===== config.mk =====
export PLATFORM = sky130hd
export DESIGN_NAME = health_lives
export DESIGN_NICKNAME = d
export VERILOG_FILES = /design/src/rtl/health_lives_pkg.sv /design/src/rtl/health_lives_invuln_timer.sv /design/src/rtl/health_lives.sv
export SDC_FILE = /design/constraint.sdc
export NUM_CORES = 1
export LEC_CHECK = 0
export ABC_AREA = 1
export CORE_UTILIZATION = 47
export DETAILED_ROUTE_END_ITERATION = 8
export PLACE_DENSITY = 0.79
export SLEW_MARGIN = 20
export SYNTH_ARGS = -nofsm -noshare
export SYNTH_HDL_FRONTEND = slang
export SYNTH_SLANG_ARGS = --single-unit

===== constraint.sdc =====
create_clock -name clk -period 3.35 [get_ports clk]
set_input_delay 0.67 -clock clk [delete_from_list [all_inputs] [get_ports clk]]
set_output_delay 0.67 -clock clk [all_outputs]
set_load 0.05 [all_outputs]

===== src/rtl/health_lives_pkg.sv =====
// Shared game types and defaults for the lives/invulnerability block.
package health_lives_pkg;

  typedef enum logic [1:0] {
    IDLE      = 2'd0,
    ALIVE     = 2'd1,
    INVULN    = 2'd2,
    GAME_OVER = 2'd3
  } state_e;

  localparam int LIVES_W           = 3;
  localparam int LIVES_INIT_DEF    = 3;
  localparam int INVULN_CYCLES_DEF = 65_000_000;

endpackage : health_lives_pkg


===== src/rtl/health_lives_invuln_timer.sv =====
// Down-counter for the invulnerability window; load wins over count, holds at zero.
// done is a decode of the count register, no backpressure.
module invuln_timer #(
  parameter int TMR_W = 27
) (
  input  logic             clk,
  input  logic             rst_n,
  input  logic             load_i,
  input  logic [TMR_W-1:0] load_val_i,
  input  logic             en_i,
  output logic             done_o
);

  logic [TMR_W-1:0] cnt_q, cnt_d;

  always_comb begin
    cnt_d = cnt_q;
    if (load_i) begin
      cnt_d = load_val_i;
    end else if (en_i && (cnt_q != '0)) begin
      cnt_d = cnt_q - TMR_W'(1);
    end
  end

  always_ff @(posedge clk or negedge rst_n) begin
    if (!rst_n) begin
      cnt_q <= '0;
    end else begin
      cnt_q <= cnt_d;
    end
  end

  assign done_o = (cnt_q == '0);

endmodule : invuln_timer


===== src/rtl/health_lives.sv =====
// Lives counter, invulnerability window and hit/absorb pulses driven by obstacle hits.
// All outputs registered, one cycle from sampled inputs; no backpressure.
module health_lives
  import health_lives_pkg::*;
#(
  parameter int LIVES_INIT    = LIVES_INIT_DEF,
  parameter int INVULN_CYCLES = INVULN_CYCLES_DEF,
  parameter int HIT_W         = 10,
  parameter int TMR_W         = 27
) (
  input  logic               clk,
  input  logic               rst_n,
  input  logic               game_en_i,
  input  logic               game_start_i,
  input  logic [HIT_W-1:0]   hit_i,
  input  logic               is_shielded_i,
  output logic [LIVES_W-1:0] lives_o,
  output logic               invulnerable_o,
  output logic               life_lost_o,
  output logic               shield_absorbed_o,
  output logic               game_over_o
);

  localparam logic [LIVES_W-1:0] LIVES_RST  = LIVES_W'(LIVES_INIT);
  localparam logic [TMR_W-1:0]   WINDOW_TOP = TMR_W'(INVULN_CYCLES - 1);

  state_e             state_q, state_d;
  logic [LIVES_W-1:0] lives_q, lives_d;
  logic               life_lost_q, life_lost_d;
  logic               absorbed_q, absorbed_d;
  logic               invuln_q, game_over_q;
  logic               tmr_load, tmr_en, tmr_done;
  logic [TMR_W-1:0]   tmr_val;
  logic               any_hit;

  // Simultaneous obstacle hits are a single event.
  assign any_hit = |hit_i;
  assign tmr_en  = (state_q == INVULN) && game_en_i;

  always_comb begin
    state_d     = state_q;
    lives_d     = lives_q;
    life_lost_d = 1'b0;
    absorbed_d  = 1'b0;
    tmr_load    = 1'b0;
    tmr_val     = '0;

    if (game_start_i) begin
      state_d  = ALIVE;
      lives_d  = LIVES_RST;
      tmr_load = 1'b1;
    end else begin
      unique case (state_q)
        IDLE: ;
        ALIVE: begin
          if (game_en_i && any_hit) begin
            if (is_shielded_i) begin
              absorbed_d = 1'b1;
              tmr_load   = 1'b1;
              tmr_val    = WINDOW_TOP;
              state_d    = INVULN;
            end else if (lives_q > LIVES_W'(1)) begin
              lives_d     = lives_q - LIVES_W'(1);
              life_lost_d = 1'b1;
              tmr_load    = 1'b1;
              tmr_val     = WINDOW_TOP;
              state_d     = INVULN;
            end else begin
              lives_d     = '0;
              life_lost_d = 1'b1;
              state_d     = GAME_OVER;
            end
          end
        end
        INVULN: begin
          if (game_en_i && tmr_done) begin
            state_d = ALIVE;
          end
        end
        GAME_OVER: lives_d = '0;
        default:   state_d = IDLE;
      endcase
    end
  end

  always_ff @(posedge clk or negedge rst_n) begin
    if (!rst_n) begin
      state_q     <= IDLE;
      lives_q     <= LIVES_RST;
      life_lost_q <= 1'b0;
      absorbed_q  <= 1'b0;
      invuln_q    <= 1'b0;
      game_over_q <= 1'b0;
    end else begin
      state_q     <= state_d;
      lives_q     <= lives_d;
      life_lost_q <= life_lost_d;
      absorbed_q  <= absorbed_d;
      invuln_q    <= (state_d == INVULN);
      game_over_q <= (state_d == GAME_OVER);
    end
  end

  invuln_timer #(
    .TMR_W (TMR_W)
  ) u_invuln_timer (
    .clk        (clk),
    .rst_n      (rst_n),
    .load_i     (tmr_load),
    .load_val_i (tmr_val),
    .en_i       (tmr_en),
    .done_o     (tmr_done)
  );

  assign lives_o           = lives_q;
  assign invulnerable_o    = invuln_q;
  assign life_lost_o       = life_lost_q;
  assign shield_absorbed_o = absorbed_q;
  assign game_over_o       = game_over_q;

endmodule : health_lives

# Yosys cells after proc, flatten, opt, wreduce, memory -nomap -nowiden
# Cells that the tools add are included.
[totals]
ff_bits = 36
inputBits = 15
output_inout_bits = 7
word_cells = 58
[classes]
n_addsub = 2
magnitude_cmp = 1
n_eq_ne = 7
muxes = 31
reduce_logical = 10
[op_table]
columns = ["operator", "count"]
rows = [
  ["$mux W26", 5],
  ["$mux W27", 2],
  ["$logic_not A27 Y1", 1],
  ["$reduce_bool A27 Y1", 1],
  ["$sub A27 B1 Y27 const B", 1],
  ["$mux W1", 15],
  ["$mux W3", 4],
  ["$reduce_or A10 Y1", 1],
  ["$eq A2 B2 Y1 const B", 4],
  ["$mux W2", 3],
  ["$ne A3 B3 Y1 const B", 2],
  ["$pmux W3 S2", 1],
  ["$logic_and A1 B1 Y1", 4],
  ["$pmux W2 S2", 1],
  ["$gt A3 B1 Y1 const B", 1],
  ["$reduce_and A3 Y1", 1],
  ["$reduce_bool A3 Y1", 1],
  ["$sub A3 B1 Y3 const B", 1],
  ["$eq A2 B1 Y1 const B", 1],
  ["$reduce_bool A2 Y1", 1],
]

# Logic depth before layout (Yosys ltp)
[depth]
ltp_word = 7
mapped_depth = 13
ltp_nobuf = 13

# Hierarchy
# Synthesis repeated with hierarchy kept, for this count alone.
[unflattened]
cells_unflattened = 430
hier_area_um2 = 2866.5
[by_module_without_submodules]
columns = ["module", "n_inst", "cells_per_inst", "area_per_inst_um2", "seq_area_each_um2"]
rows = [
  ["invuln_timer", 1, 347, 2223.4, 675.6],
  ["health_lives", 1, 83, 643.1, 227.7],
]

# Worst setup path before layout
# OpenSTA, ideal clock, no wires.
[synth_timing]
path_type = "register to register"
startpoint = "register lives_q[1] (netlist: lives_o[1])"
endpoint = "register u_invuln_timer.cnt_q[10]"
setup_time_ps = 126
t_arrival_ps = 1877
required_ps = 3224
path_slack_ps = 1347
path_stages_with_launch = 11
n_path_buf = 1
synth_period_minus_slack_ps = 2003
path_cell_list = "dfstp_2 inv_1 ha_1 o21bai_1 nand3_1 nand3_2 nand2_2 nor2_8 buf_4 nand2_1 o31ai_1"
[synth_between]
elab_chain_cells = 7
word_cells_on_any_way = 8
cone_classes = "order compare: 1; mux: 6; reduce/logical: 1"
[synth_rtl]
columns = ["item", "line_no", "rtl"]
rows = [
  ["start, declared", "health_lives.sv:28", "logic [LIVES_W-1:0] lives_q, lives_d;"],
  ["start signal, assigned", "health_lives.sv:96", "lives_q <= lives_d;"],
  ["$gt A3 B1 Y1 (*)", "health_lives.sv:62", "end else if (lives_q > LIVES_W'(1)) begin"],
  ["$mux W1 (*)", "health_lives.sv:62", ""],
  ["$mux W1 (*)", "health_lives.sv:57", "if (is_shielded_i) begin"],
  ["$mux W1 (*)", "health_lives.sv:56", "if (game_en_i && any_hit) begin"],
  ["$mux W1 (*)", "health_lives.sv:53", "unique case (state_q)"],
  ["$mux W1 (*)", "health_lives.sv:48", "if (game_start_i) begin"],
  ["$mux W27 or $reduce_bool A2 Y1 (tied branches)", "n/a", ""],
  ["end signal, assigned", "health_lives_invuln_timer.sv:29", "cnt_q <= cnt_d;"],
  ["end, declared", "health_lives_invuln_timer.sv:14", "logic [TMR_W-1:0] cnt_q, cnt_d;"],
]
# Every way passes the cells marked *; elsewhere a longest branch is shown, timed or not.
# A chain may end at the register's enable or synchronous reset.

# Worst setup path in the final report
[layout_timing]
startpoint = "register lives_q[0] (netlist: lives_o[0])"
endpoint = "output lives_o[0]"
[layout_rtl]
columns = ["item", "line_no", "rtl"]
rows = [
  ["end, declared", "health_lives.sv:17", "output logic [LIVES_W-1:0] lives_o,"],
]
# No word-level cell between the ends.

==> impl_metrics.prom <==
# TYPE chip_impl_metric gauge
chip_impl_info{name="run_status",value="complete, no violations"} 1
chip_impl_metric{name="grt.overflow.total",unit=""} 0
chip_impl_metric{name="post_synth_num_cell_types",unit=""} 34
chip_impl_metric{name="ctsLongestPathBuffers",unit=""} 2
chip_impl_metric{name="initial_utilization",unit="%"} 50.3
chip_impl_metric{name="worst_path_largest_cell_delay",unit="ps"} 810
chip_impl_metric{name="post_synth_top_area_share",unit="%"} 34.6
chip_impl_metric{name="cts_buffers",unit=""} 5
chip_impl_metric{name="remaining_drc_errors",unit=""} 0
chip_impl_metric{name="antenna-diode-count",unit=""} 0
chip_impl_metric{name="num_vias",unit=""} 2291
chip_impl_info{name="cpLargestDelayFamily",value="buffers and inverters"} 1
chip_impl_metric{name="clk_transition_reported_paths",unit="ps"} 70
chip_impl_metric{name="max_clock_freq",unit="GHz"} 0.426
chip_impl_metric{name="post_cts_resize_count",unit=""} 0
chip_impl_metric{name="vdd.ir_drop.worst",unit="µV"} 521
chip_impl_metric{name="timing.final.hold_violations",unit=""} 0
chip_impl_metric{name="postSynthAreaPerCell",unit="µm²"} 6.90
chip_impl_metric{name="postCtsHoldBufs",unit=""} 0
chip_impl_info{name="most_area_consuming_cells_after_synthesis",value="sky130_fd_sc_hd__dfrtp_1 35%, sky130_fd_sc_hd__nand2_1 14%, sky130_fd_sc_hd__nor2_1 9.0%"} 1
chip_impl_metric{name="core_region_area",unit="µm²"} 4880
chip_impl_metric{name="worst_path_required_time",unit="ps"} 2680
chip_impl_metric{name="crit_arrival",unit="ps"} 1680
chip_impl_info{name="holdCritPathClass",value="primary input to async pin"} 1
chip_impl_metric{name="relSlewSlack",unit="%"} 46.0
chip_impl_metric{name="wire_length_of_the_first_global_routing_pass",unit="µm"} 9960
chip_impl_info{name="final_common_cell",value="sky130_fd_sc_hd__nand2_1"} 1
chip_impl_metric{name="drive_above_1_share",unit="%"} 7.85
chip_impl_metric{name="drt-wirelength-per-cell",unit="µm"} 12.4
chip_impl_metric{name="postSynthRegisterBits",unit=""} 36
chip_impl_metric{name="postCtsSetupRepairBufs",unit=""} 0
chip_impl_metric{name="design.portCount",unit=""} 22
chip_impl_info{name="synth_top_cell_by_area",value="sky130_fd_sc_hd__dfrtp_1"} 1
chip_impl_metric{name="slew_viol_final",unit=""} 0
chip_impl_info{name="critical_path.cell_chain",value="clkdlybuf4s50_1"} 1
chip_impl_metric{name="static-leakage-power",unit="nW"} 1.37
chip_impl_metric{name="worst_slew_pin_slew",unit="ps"} 810
chip_impl_metric{name="dr.pass1.iters",unit=""} 4
chip_impl_metric{name="synth.cell_area",unit="µm²"} 2460
chip_impl_metric{name="fin_area",unit="µm²"} 2820
chip_impl_metric{name="max_cap_violations",unit=""} 0
chip_impl_metric{name="grt_usage",unit="%"} 23.6
chip_impl_metric{name="timing.critical_path.buf_inv",unit=""} 1
chip_impl_metric{name="synth.yosys.seq_area_share",unit="%"} 36.8
chip_impl_metric{name="share_of_the_core_filled_with_cells_in_the_final_layout",unit="%"} 57.8
chip_impl_metric{name="cts.sinks",unit=""} 36
chip_impl_metric{name="layout-area-overhead-vs-synth",unit="%"} 14.8
chip_impl_metric{name="detail_route.vias_per_cell",unit=""} 5.10
chip_impl_metric{name="synth_nets",unit=""} 378
chip_impl_metric{name="grt_pass1_vias",unit=""} 2218
chip_impl_info{name="layout.cells.most_common_list",value="89 x sky130_fd_sc_hd__nand2_1, 59 x sky130_fd_sc_hd__nor2_1, 48 x sky130_fd_sc_hd__inv_1"} 1
chip_impl_metric{name="ctsHtreeMaxLevel",unit=""} 2
chip_impl_metric{name="placed_area",unit="µm²"} 2730
chip_impl_metric{name="clkLatencyLatePin",unit="ps"} 290
chip_impl_info{name="tritoncts",value="yes"} 1
chip_impl_metric{name="preCtsSetupSlack",unit="ps"} 820
chip_impl_metric{name="floorplan.die.height",unit="µm"} 74.3
chip_impl_metric{name="synthesis.yosys.warnings",unit=""} 0
chip_impl_metric{name="detailedPlacementHpwl",unit="µm"} 4180
chip_impl_metric{name="port_buffers",unit=""} 21
chip_impl_metric{name="finalPower",unit="W"} 0.00182
chip_impl_metric{name="final_nets",unit=""} 403
chip_impl_info{name="path_type_of_the_worst_setup_path",value="register to output port"} 1
chip_impl_metric{name="dieWidth",unit="µm"} 74.3
chip_impl_metric{name="report.final.setup_viol",unit=""} 0
chip_impl_metric{name="power_per_cell_area",unit="nW/µm²"} 646
chip_impl_info{name="ctsRootBufferMaster",value="sky130_fd_sc_hd__clkbuf_8"} 1
chip_impl_metric{name="antenna_found_initial",unit=""} 0
chip_impl_metric{name="timing.final.crit_share",unit="%"} 70.0
chip_impl_info{name="crit_path_end_kind",value="output port"} 1
chip_impl_metric{name="maximum_number_of_pins_on_one_net_before_global_route_repair",unit=""} 37
chip_impl_metric{name="number_of_placement_rows",unit=""} 25
chip_impl_metric{name="post-route-worst-setup-slack",unit="ps"} 1000
chip_impl_metric{name="die-area",unit="µm²"} 5520
chip_impl_info{name="start_kind",value="register"} 1
chip_impl_metric{name="period_minus_slack",unit="ps"} 2350
chip_impl_metric{name="totalWireLength",unit="µm"} 5580
chip_impl_metric{name="syn_inst",unit=""} 356
chip_impl_metric{name="setup-tns-final",unit="ps"} 0
chip_impl_info{name="grt_setup_unrepaired",value="false"} 1
chip_impl_metric{name="drtAntennaViolNets",unit=""} 0
chip_impl_metric{name="detail_route.iter0.violations",unit=""} 236
chip_impl_metric{name="post_route_clock_skew",unit="ps"} 3.26
chip_impl_metric{name="gpl.final_weighted_congestion",unit=""} 0.863
chip_impl_metric{name="path_max_fanout",unit=""} 5
chip_impl_info{name="cpMaxStageDelayCell",value="sky130_fd_sc_hd__clkdlybuf4s50_1"} 1
-- worst register-to-register path: cells and delay by family (launching register included) --
kind / cells / cell delay, ps
compound gates: 2 / 330
fa+ha+maj: 1 / 150
buf+inv: 1 / 180
flops: 1 / 580
simple gates: 4 / 750
-- state kept, by name (all words and copies together), names as in the netlist --
name,flops
invulnerable_o,1
shield_absorbed_o,1
game_over_o,1
life_lost_o,1
u_invuln_timer.cnt_q,27
lives_o,3
state_q,2
-- routing by layer --
layer | up-vias | track usage [%] | share of wire (%)
met1 | 1057 | 31.0 | 47
met4 | 0 | 5.03 | 0.95
met5 | - | 0 | 0
li1 | 1170 | - | -
met2 | 59 | 40.3 | 47
met3 | 5 | 4.88 | 5.1
-- metrics by stage --
stage	cells	hold slack, ps
after detailed placement	441	493
after CTS	449	499
after floorplan	356	374
after global routing	449	548
final	449	464
after global placement	441	473
-- report_power, final --
| part | total [W] | switching, W | leakage, nW | internal [W] |
|---|---|---|---|---|
| sequential | 0.000645 | 0.0000998 | 0.457 | 0.000545 |
| clock | 0.000329 | 0.000165 | 0.0510 | 0.000164 |
| combinational | 0.000846 | 0.000563 | 0.860 | 0.000283 |
-- cell type report --
| cell class | count | area (µm²) |
|---|---|---|
| fill | 456 | 2060 |
| multi-input combinational | 264 | 1330 |
| sequential | 36 | 903 |
| timing repair buffer | 22 | 213 |
| inverter | 52 | 195 |
| tap | 67 | 83.8 |
| clock buffer | 6 | 82.6 |
| clock inverter | 2 | 10.0 |
-- worst paths after layout --
kind                                                 startpoint                              endpoint  slack (ps)  cells after the start
min reg2reg                u_invuln_timer.cnt_q[22]$_DFFE_PN0P_  u_invuln_timer.cnt_q[22]$_DFFE_PN0P_         510                      2
min in group clk           u_invuln_timer.cnt_q[22]$_DFFE_PN0P_  u_invuln_timer.cnt_q[22]$_DFFE_PN0P_         510                      2
min                                                       rst_n   u_invuln_timer.cnt_q[7]$_DFFE_PN0P_         460                      1
max in group asynchronous                                 rst_n  u_invuln_timer.cnt_q[17]$_DFFE_PN0P_        2380                      1
max                                      lives_o[0]$_DFFE_PN1P_                            lives_o[0]        1000                      1
max reg2reg                              lives_o[0]$_DFFE_PN1P_   u_invuln_timer.cnt_q[1]$_DFFE_PN0P_        1250                      8
-- cells in the mapped netlist --
| cell type | count |
|---|---|
| sky130_fd_sc_hd__buf_4 | 1 |
| sky130_fd_sc_hd__nand3_2 | 1 |
| sky130_fd_sc_hd__or2_2 | 1 |
| sky130_fd_sc_hd__o211ai_1 | 1 |
| sky130_fd_sc_hd__xor2_1 | 13 |
| sky130_fd_sc_hd__nor2_1 | 59 |
| sky130_fd_sc_hd__clkinv_1 | 1 |
| sky130_fd_sc_hd__nor2_2 | 5 |
| sky130_fd_sc_hd__nand2_1 | 89 |
| sky130_fd_sc_hd__or2_0 | 1 |
| sky130_fd_sc_hd__inv_2 | 3 |
| sky130_fd_sc_hd__nand3b_1 | 1 |
| sky130_fd_sc_hd__clkbuf_1 | 2 |
| sky130_fd_sc_hd__dfstp_2 | 2 |
| sky130_fd_sc_hd__nor2_8 | 2 |
| sky130_fd_sc_hd__a211oi_1 | 1 |
| sky130_fd_sc_hd__a22oi_1 | 1 |
| sky130_fd_sc_hd__xnor2_1 | 1 |
| sky130_fd_sc_hd__ha_1 | 7 |
| sky130_fd_sc_hd__buf_6 | 1 |
| sky130_fd_sc_hd__o21bai_1 | 1 |
| sky130_fd_sc_hd__nor3_1 | 3 |
| sky130_fd_sc_hd__nor2_4 | 1 |
| sky130_fd_sc_hd__o21ai_1 | 6 |
| sky130_fd_sc_hd__dfrtp_1 | 34 |
| sky130_fd_sc_hd__nand4_1 | 7 |
| sky130_fd_sc_hd__o31ai_1 | 1 |
| sky130_fd_sc_hd__o21ai_0 | 16 |
| sky130_fd_sc_hd__a31oi_1 | 2 |
| sky130_fd_sc_hd__o21a_1 | 3 |
| sky130_fd_sc_hd__a21oi_1 | 12 |
| sky130_fd_sc_hd__inv_1 | 48 |
| sky130_fd_sc_hd__nand3_1 | 24 |
| sky130_fd_sc_hd__nand2_2 | 5 |
-- cell families (layout without fill, tap and decap cells) --
group                    after synthesis  in the layout  synth area share, %
AO/OA/AOI/OAI                         44             44                 9.88
buffers and inverters                 56             82                 9.02
flip-flops                            36             36                 36.8
AND/OR/NAND/NOR                      199            199                 35.8
adder cells (fa/ha/maj)                7              7                 3.57
XOR/XNOR                              14             14                 4.99
(Power assumes the default switching activity.)
